**src/rtl/grant_queue.sv**
```systemverilog
// grant_queue: captures the arbiter's winning payload into a small FIFO,
// tagged with its source, and hands it downstream over valid/ready.
// Also keeps saturating per-source accept counts and a sticky
// double-grant error flag. A global stall freezes every state update.
module grant_queue #(
    parameter int DATA_W = 8,
    parameter int DEPTH  = 4,
    parameter int CNT_W  = 8
) (
    input  logic                      clk,
    input  logic                      reset,
    input  logic                      stall,
    input  logic                      req_1,
    input  logic                      req_2,
    input  logic [DATA_W-1:0]         data_1,
    input  logic [DATA_W-1:0]         data_2,
    input  logic                      grant_1,
    input  logic                      grant_2,
    output logic                      ack_1,
    output logic                      ack_2,
    output logic                      out_valid,
    output logic [DATA_W-1:0]         out_data,
    output logic                      out_src,
    input  logic                      out_ready,
    output logic [$clog2(DEPTH):0]    count,
    output logic                      full,
    output logic                      empty,
    output logic [CNT_W-1:0]          acc_cnt_1,
    output logic [CNT_W-1:0]          acc_cnt_2,
    output logic                      dbl_err
);

    localparam int AW = $clog2(DEPTH);
    localparam int CW = AW + 1;
    localparam logic [CW-1:0] OCC_FULL = CW'(DEPTH);

    // Accept counters stop at all-ones instead of wrapping.
    function automatic logic [CNT_W-1:0] sat_inc(input logic [CNT_W-1:0] v);
        return (v == {CNT_W{1'b1}}) ? v : v + CNT_W'(1);
    endfunction

    logic [DATA_W-1:0] r_mem_data [DEPTH];
    logic              r_mem_src  [DEPTH];
    logic [AW-1:0]     r_wr_ptr;
    logic [AW-1:0]     r_rd_ptr;
    logic [CW-1:0]     r_count;
    logic [CNT_W-1:0]  r_acc_1;
    logic [CNT_W-1:0]  r_acc_2;
    logic              r_dbl_err;

    logic              w_full;
    logic              w_empty;
    logic              w_dgnt;
    logic              w_push_1;
    logic              w_push_2;
    logic              w_push;
    logic              w_pop;
    logic [DATA_W-1:0] w_wdata;
    logic              w_wsrc;

    assign w_full   = (r_count == OCC_FULL);
    assign w_empty  = (r_count == '0);
    assign w_dgnt   = grant_1 & grant_2;

    // A double grant never pushes; reset is folded in so no ack leaks
    // out while the queue is being cleared.
    assign w_push_1 = grant_1 & req_1 & ~grant_2 & ~w_full & ~stall & reset;
    assign w_push_2 = grant_2 & req_2 & ~grant_1 & ~w_full & ~stall & reset;
    assign w_push   = w_push_1 | w_push_2;
    assign w_pop    = ~w_empty & out_ready & ~stall;
    assign w_wdata  = w_push_2 ? data_2 : data_1;
    assign w_wsrc   = w_push_2;

    // Payload storage: written only on push, never reset.
    always_ff @(posedge clk) begin
        if (w_push) begin
            r_mem_data[r_wr_ptr] <= w_wdata;
            r_mem_src[r_wr_ptr]  <= w_wsrc;
        end
    end

    // Pointers and occupancy; stall is already folded into push/pop.
    always_ff @(posedge clk or negedge reset) begin
        if (!reset) begin
            r_wr_ptr <= '0;
            r_rd_ptr <= '0;
            r_count  <= '0;
        end else begin
            if (w_push) r_wr_ptr <= r_wr_ptr + AW'(1);
            if (w_pop)  r_rd_ptr <= r_rd_ptr + AW'(1);
            case ({w_push, w_pop})
                2'b10:   r_count <= r_count + CW'(1);
                2'b01:   r_count <= r_count - CW'(1);
                default: r_count <= r_count;
            endcase
        end
    end

    // Per-source accept counters and the sticky double-grant flag.
    always_ff @(posedge clk or negedge reset) begin
        if (!reset) begin
            r_acc_1   <= '0;
            r_acc_2   <= '0;
            r_dbl_err <= 1'b0;
        end else begin
            if (w_push_1) r_acc_1 <= sat_inc(r_acc_1);
            if (w_push_2) r_acc_2 <= sat_inc(r_acc_2);
            if (w_dgnt && !stall) r_dbl_err <= 1'b1;
        end
    end

    assign ack_1     = w_push_1;
    assign ack_2     = w_push_2;
    assign out_valid = ~w_empty;
    assign out_data  = w_empty ? '0 : r_mem_data[r_rd_ptr];
    assign out_src   = w_empty ? 1'b0 : r_mem_src[r_rd_ptr];
    assign count     = r_count;
    assign full      = w_full;
    assign empty     = w_empty;
    assign acc_cnt_1 = r_acc_1;
    assign acc_cnt_2 = r_acc_2;
    assign dbl_err   = r_dbl_err;

endmodule

```
**config.mk**
```make
export PLATFORM = sky130hd
export DESIGN_NAME = grant_queue
export DESIGN_NICKNAME = d
export VERILOG_FILES = /design/src/rtl/grant_queue.sv
export SDC_FILE = /design/constraint.sdc
export NUM_CORES = 1
export LEC_CHECK = 0
export CORE_MARGIN = 1.5
export CORE_UTILIZATION = 45
export DETAILED_ROUTE_END_ITERATION = 10
export GPL_TIMING_DRIVEN = 0
export PLACE_DENSITY = 0.79
export SLEW_MARGIN = 20
export SYNTH_ARGS = -nofsm -noshare
export SYNTH_HDL_FRONTEND = slang
export SYNTH_SLANG_ARGS = --single-unit
```
**constraint.sdc**
```tcl
create_clock -name clk -period 3.7 [get_ports clk]
set_input_delay 0.74 -clock clk [delete_from_list [all_inputs] [get_ports clk]]
set_output_delay 0.74 -clock clk [all_outputs]
set_load 0.1 [all_outputs]
```
==> results_dict.tcl <==
set metrics [dict create \
    status "completed" \
    synth_edf_count 36 \
    die_width_um 80.8 \
    seqPwrFrac_pct 28.4 \
    numCtsBuffers 9 \
    clock_path_buffers 2 \
    syn-num-nets 216 \
    setup_violations 0 \
    p_sw_w 0.00146 \
    netlist-cell-type-count 30 \
    globalplace.congestion 0.782 \
    switching_share_pct 48.0 \
    cp-end-kind "output pin" \
    pre_cts_slack_ps -454 \
    gr-usage-all-layers_pct 16.5 \
    rsz0062_at_grt "no" \
    post_drt_wl_per_cell_um 14.5 \
    core-area_um2 5890 \
    worstSetupPathType "in -> out" \
    synthFlopType "edfxtp_1" \
    drc 0 \
    cts_tree "built" \
    cts_root_buffer "clkbuf_8" \
    dieArea_um2 6530 \
    htreeDepth 3 \
    fin_nets 284 \
    overflow 0 \
    dr.first_iter.drc_count 66 \
    num_io_pins 58 \
    routed_wl_um 4800 \
    synth_area_per_cell_um2 14.8 \
    clock-sinks 60 \
    synth-seq-cells 60 \
    initial_core_util_pct 46.3 \
    antenna_left 0 \
    grt_pass1_wl_um 7720 \
    hpwl_um 3390 \
    drive_above_1_share_pct 14.5 \
    worstPathRequired_ps 2960 \
    fin_setup_tns_ps 0 \
    tightestPinTransition_ps 979 \
    clock_latency_ps 330 \
    clkPwrFrac_pct 20.0 \
    power.share.combinational_pct 51.6 \
    fin_ws_ps 101 \
    cp_cell_sequence "clkdlybuf4s50_1 -> nand4bb_1 -> or3b_1 -> buf_6 -> buf_6 -> inv_1 -> clkdlybuf4s15_2" \
    multi_input_area_um2 965 \
    postSynthCellCount 184 \
    p_per_area_nw_per_um2 849 \
    vias 1663 \
    hold_buffers 0 \
    syn_to_final_growth_pct 31.9 \
    syn_area_um2 2730 \
    hold_class "in -> async" \
    rows 28 \
    startpoint_type "primary input" \
    peakVddDrop_mv 0.753 \
    final_common_cell "clkdlybuf4s50_1" \
    max_cap_violations 0 \
    yosysSeqAreaShare_pct 61.7 \
    seq_area_um2 1680 \
    crit_path_top_delay_cell "clkdlybuf4s15_2" \
    num_antenna_cells 0 \
    portBuffers 57 \
    viasPerCell 5.02 \
    yosys_warnings 0 \
    p_leak_nw 1.41 \
    crit_top_cell "buf_6" \
    cts.reportedPaths.clkPinSlew_ps 60 \
    grt_max_degree 28 \
    slew_viol_final 0 \
    crit_arrival_ps 2860 \
    grt_pass1_vias 1623 \
    hold_viol 0 \
    antenna_found_initial 0 \
    firstDrtPassIters 4 \
    clock.fmax_mhz 278 \
    p_int_w 0.00159 \
    async_flop_share_pct 40.0 \
    max_stage_delay_ps 590 \
    relSlewSlack_pct 34.6 \
    finalCriticalPeriod_ps 3600 \
    chipHeight_um 80.8 \
    nFillCells 450 \
    path_max_fanout 10 \
    final_cell_mix "clkdlybuf4s50_1, edfxtp_1, dfrtp_1" \
    fin_crit_sh_pct 97.3 \
    fin_skew_ps 4.46 \
]
-- routing by layer --
metal,vias to the layer above,share of wire [%],GRT usage [%]
met3,10,2.9,4.16
met2,30,51,26.6
li1,799,-,-
met4,0,2.3,9.14
met1,824,44,20.2
met5,-,0,0
-- metrics by stage --
stage | cells | total power (W) | hold WS, ps | util, % | instance area (um^2)
after floorplan | 184 | 0.00212 | 444 | - | 2730
after global placement | 316 | 0.00245 | 455 | 57.7 | 3400
after detailed placement | 316 | 0.00247 | 479 | 57.6 | 3390
after CTS | 331 | 0.00308 | 411 | 61.1 | 3600
after global routing | 331 | 0.00319 | 436 | 61.1 | 3600
final | 331 | 0.00305 | 399 | 61.1 | 3600
-- cell families (layout without fill, tap and decap cells) --
group | after synthesis | count (layout) | synth area share, %
flip-flops | 60 | 60 | 61.7
AND/OR/NAND/NOR | 53 | 53 | 11.3
multiplexers | 25 | 25 | 14.0
buffers and inverters | 18 | 90 | 3.12
XOR/XNOR | 16 | 16 | 5.14
adder cells (fa/ha/maj) | 8 | 8 | 3.95
AO/OA/AOI/OAI | 4 | 4 | 0.872
-- critical path: cells and delay by family --
kind | cells | cell delay (ps)
simple gates | 2 | 610
buf+inv | 5 | 1510
-- cells in the mapped netlist (2+ instances only) --
cell type / number / area, um^2
and2_1: 4 / 25.0
buf_2: 2 / 10.0
buf_6: 2 / 22.5
clkbuf_1: 2 / 7.51
dfrtp_1: 24 / 601
edfxtp_1: 36 / 1080
ha_1: 7 / 87.6
inv_1: 12 / 45.0
mux2_1: 11 / 124
mux2_2: 3 / 33.8
mux2i_1: 2 / 20.0
mux4_2: 9 / 203
nand2_1: 8 / 30.0
nand2b_1: 2 / 12.5
nand3_1: 4 / 20.0
nand4bb_1: 2 / 22.5
nor2_1: 5 / 18.8
nor2b_1: 9 / 56.3
nor3_1: 9 / 45.0
nor3b_1: 3 / 22.5
nor4_1: 3 / 18.8
o21ai_0: 2 / 10.0
or3b_1: 2 / 17.5
xnor2_1: 3 / 26.3
xor2_1: 13 / 114
-- power groups by stage --
stage          sequential (W)  clock (W)  combinational (W)
3_3_place_gp         0.000877          0            0.00157
4_1_cts              0.000867   0.000625            0.00159
6_report             0.000867   0.000610            0.00158
3_5_place_dp         0.000879          0            0.00159
2_1_floorplan         0.00120          0           0.000922
5_1_grt              0.000880   0.000657            0.00165
-- state kept, by name, summed over array words and instances (netlist names) --
register / cells
count: 3
acc_cnt_1: 8
r_rd_ptr: 2
acc_cnt_2: 8
r_mem_src: 4
dbl_err: 1
r_wr_ptr: 2
r_mem_data: 32
-- path summary, 6_finish.rpt --
path	startpoint	end	slack, ps	cells after the start
max	grant_1	ack_2	100	7
min	reset	acc_cnt_1[5]	400	1
max reg2reg	count[2]	count[2]	1460	10
min reg2reg	dbl_err	dbl_err	490	1
max in group asynchronous	reset	acc_cnt_2[2]	2920	1
min in group clk	dbl_err	dbl_err	490	1
-- cell type report --
type,count,share of cell area [%]
well taps,75,2.61
plain buffers,6,1.15
inverters,12,1.25
multi-input cells,106,26.8
clock buffers,9,3.44
clock inverters,6,2.23
repair buffers,57,15.7
flip-flops and latches,60,46.8
-- repair_timing --
item | in CTS | in global routing
endpoints found under the setup margin | 2 | 0
gates resized for setup | 4 | 0
setup buffers | 0 | 0
No activity file was read; power rests on OpenSTA's default activity.
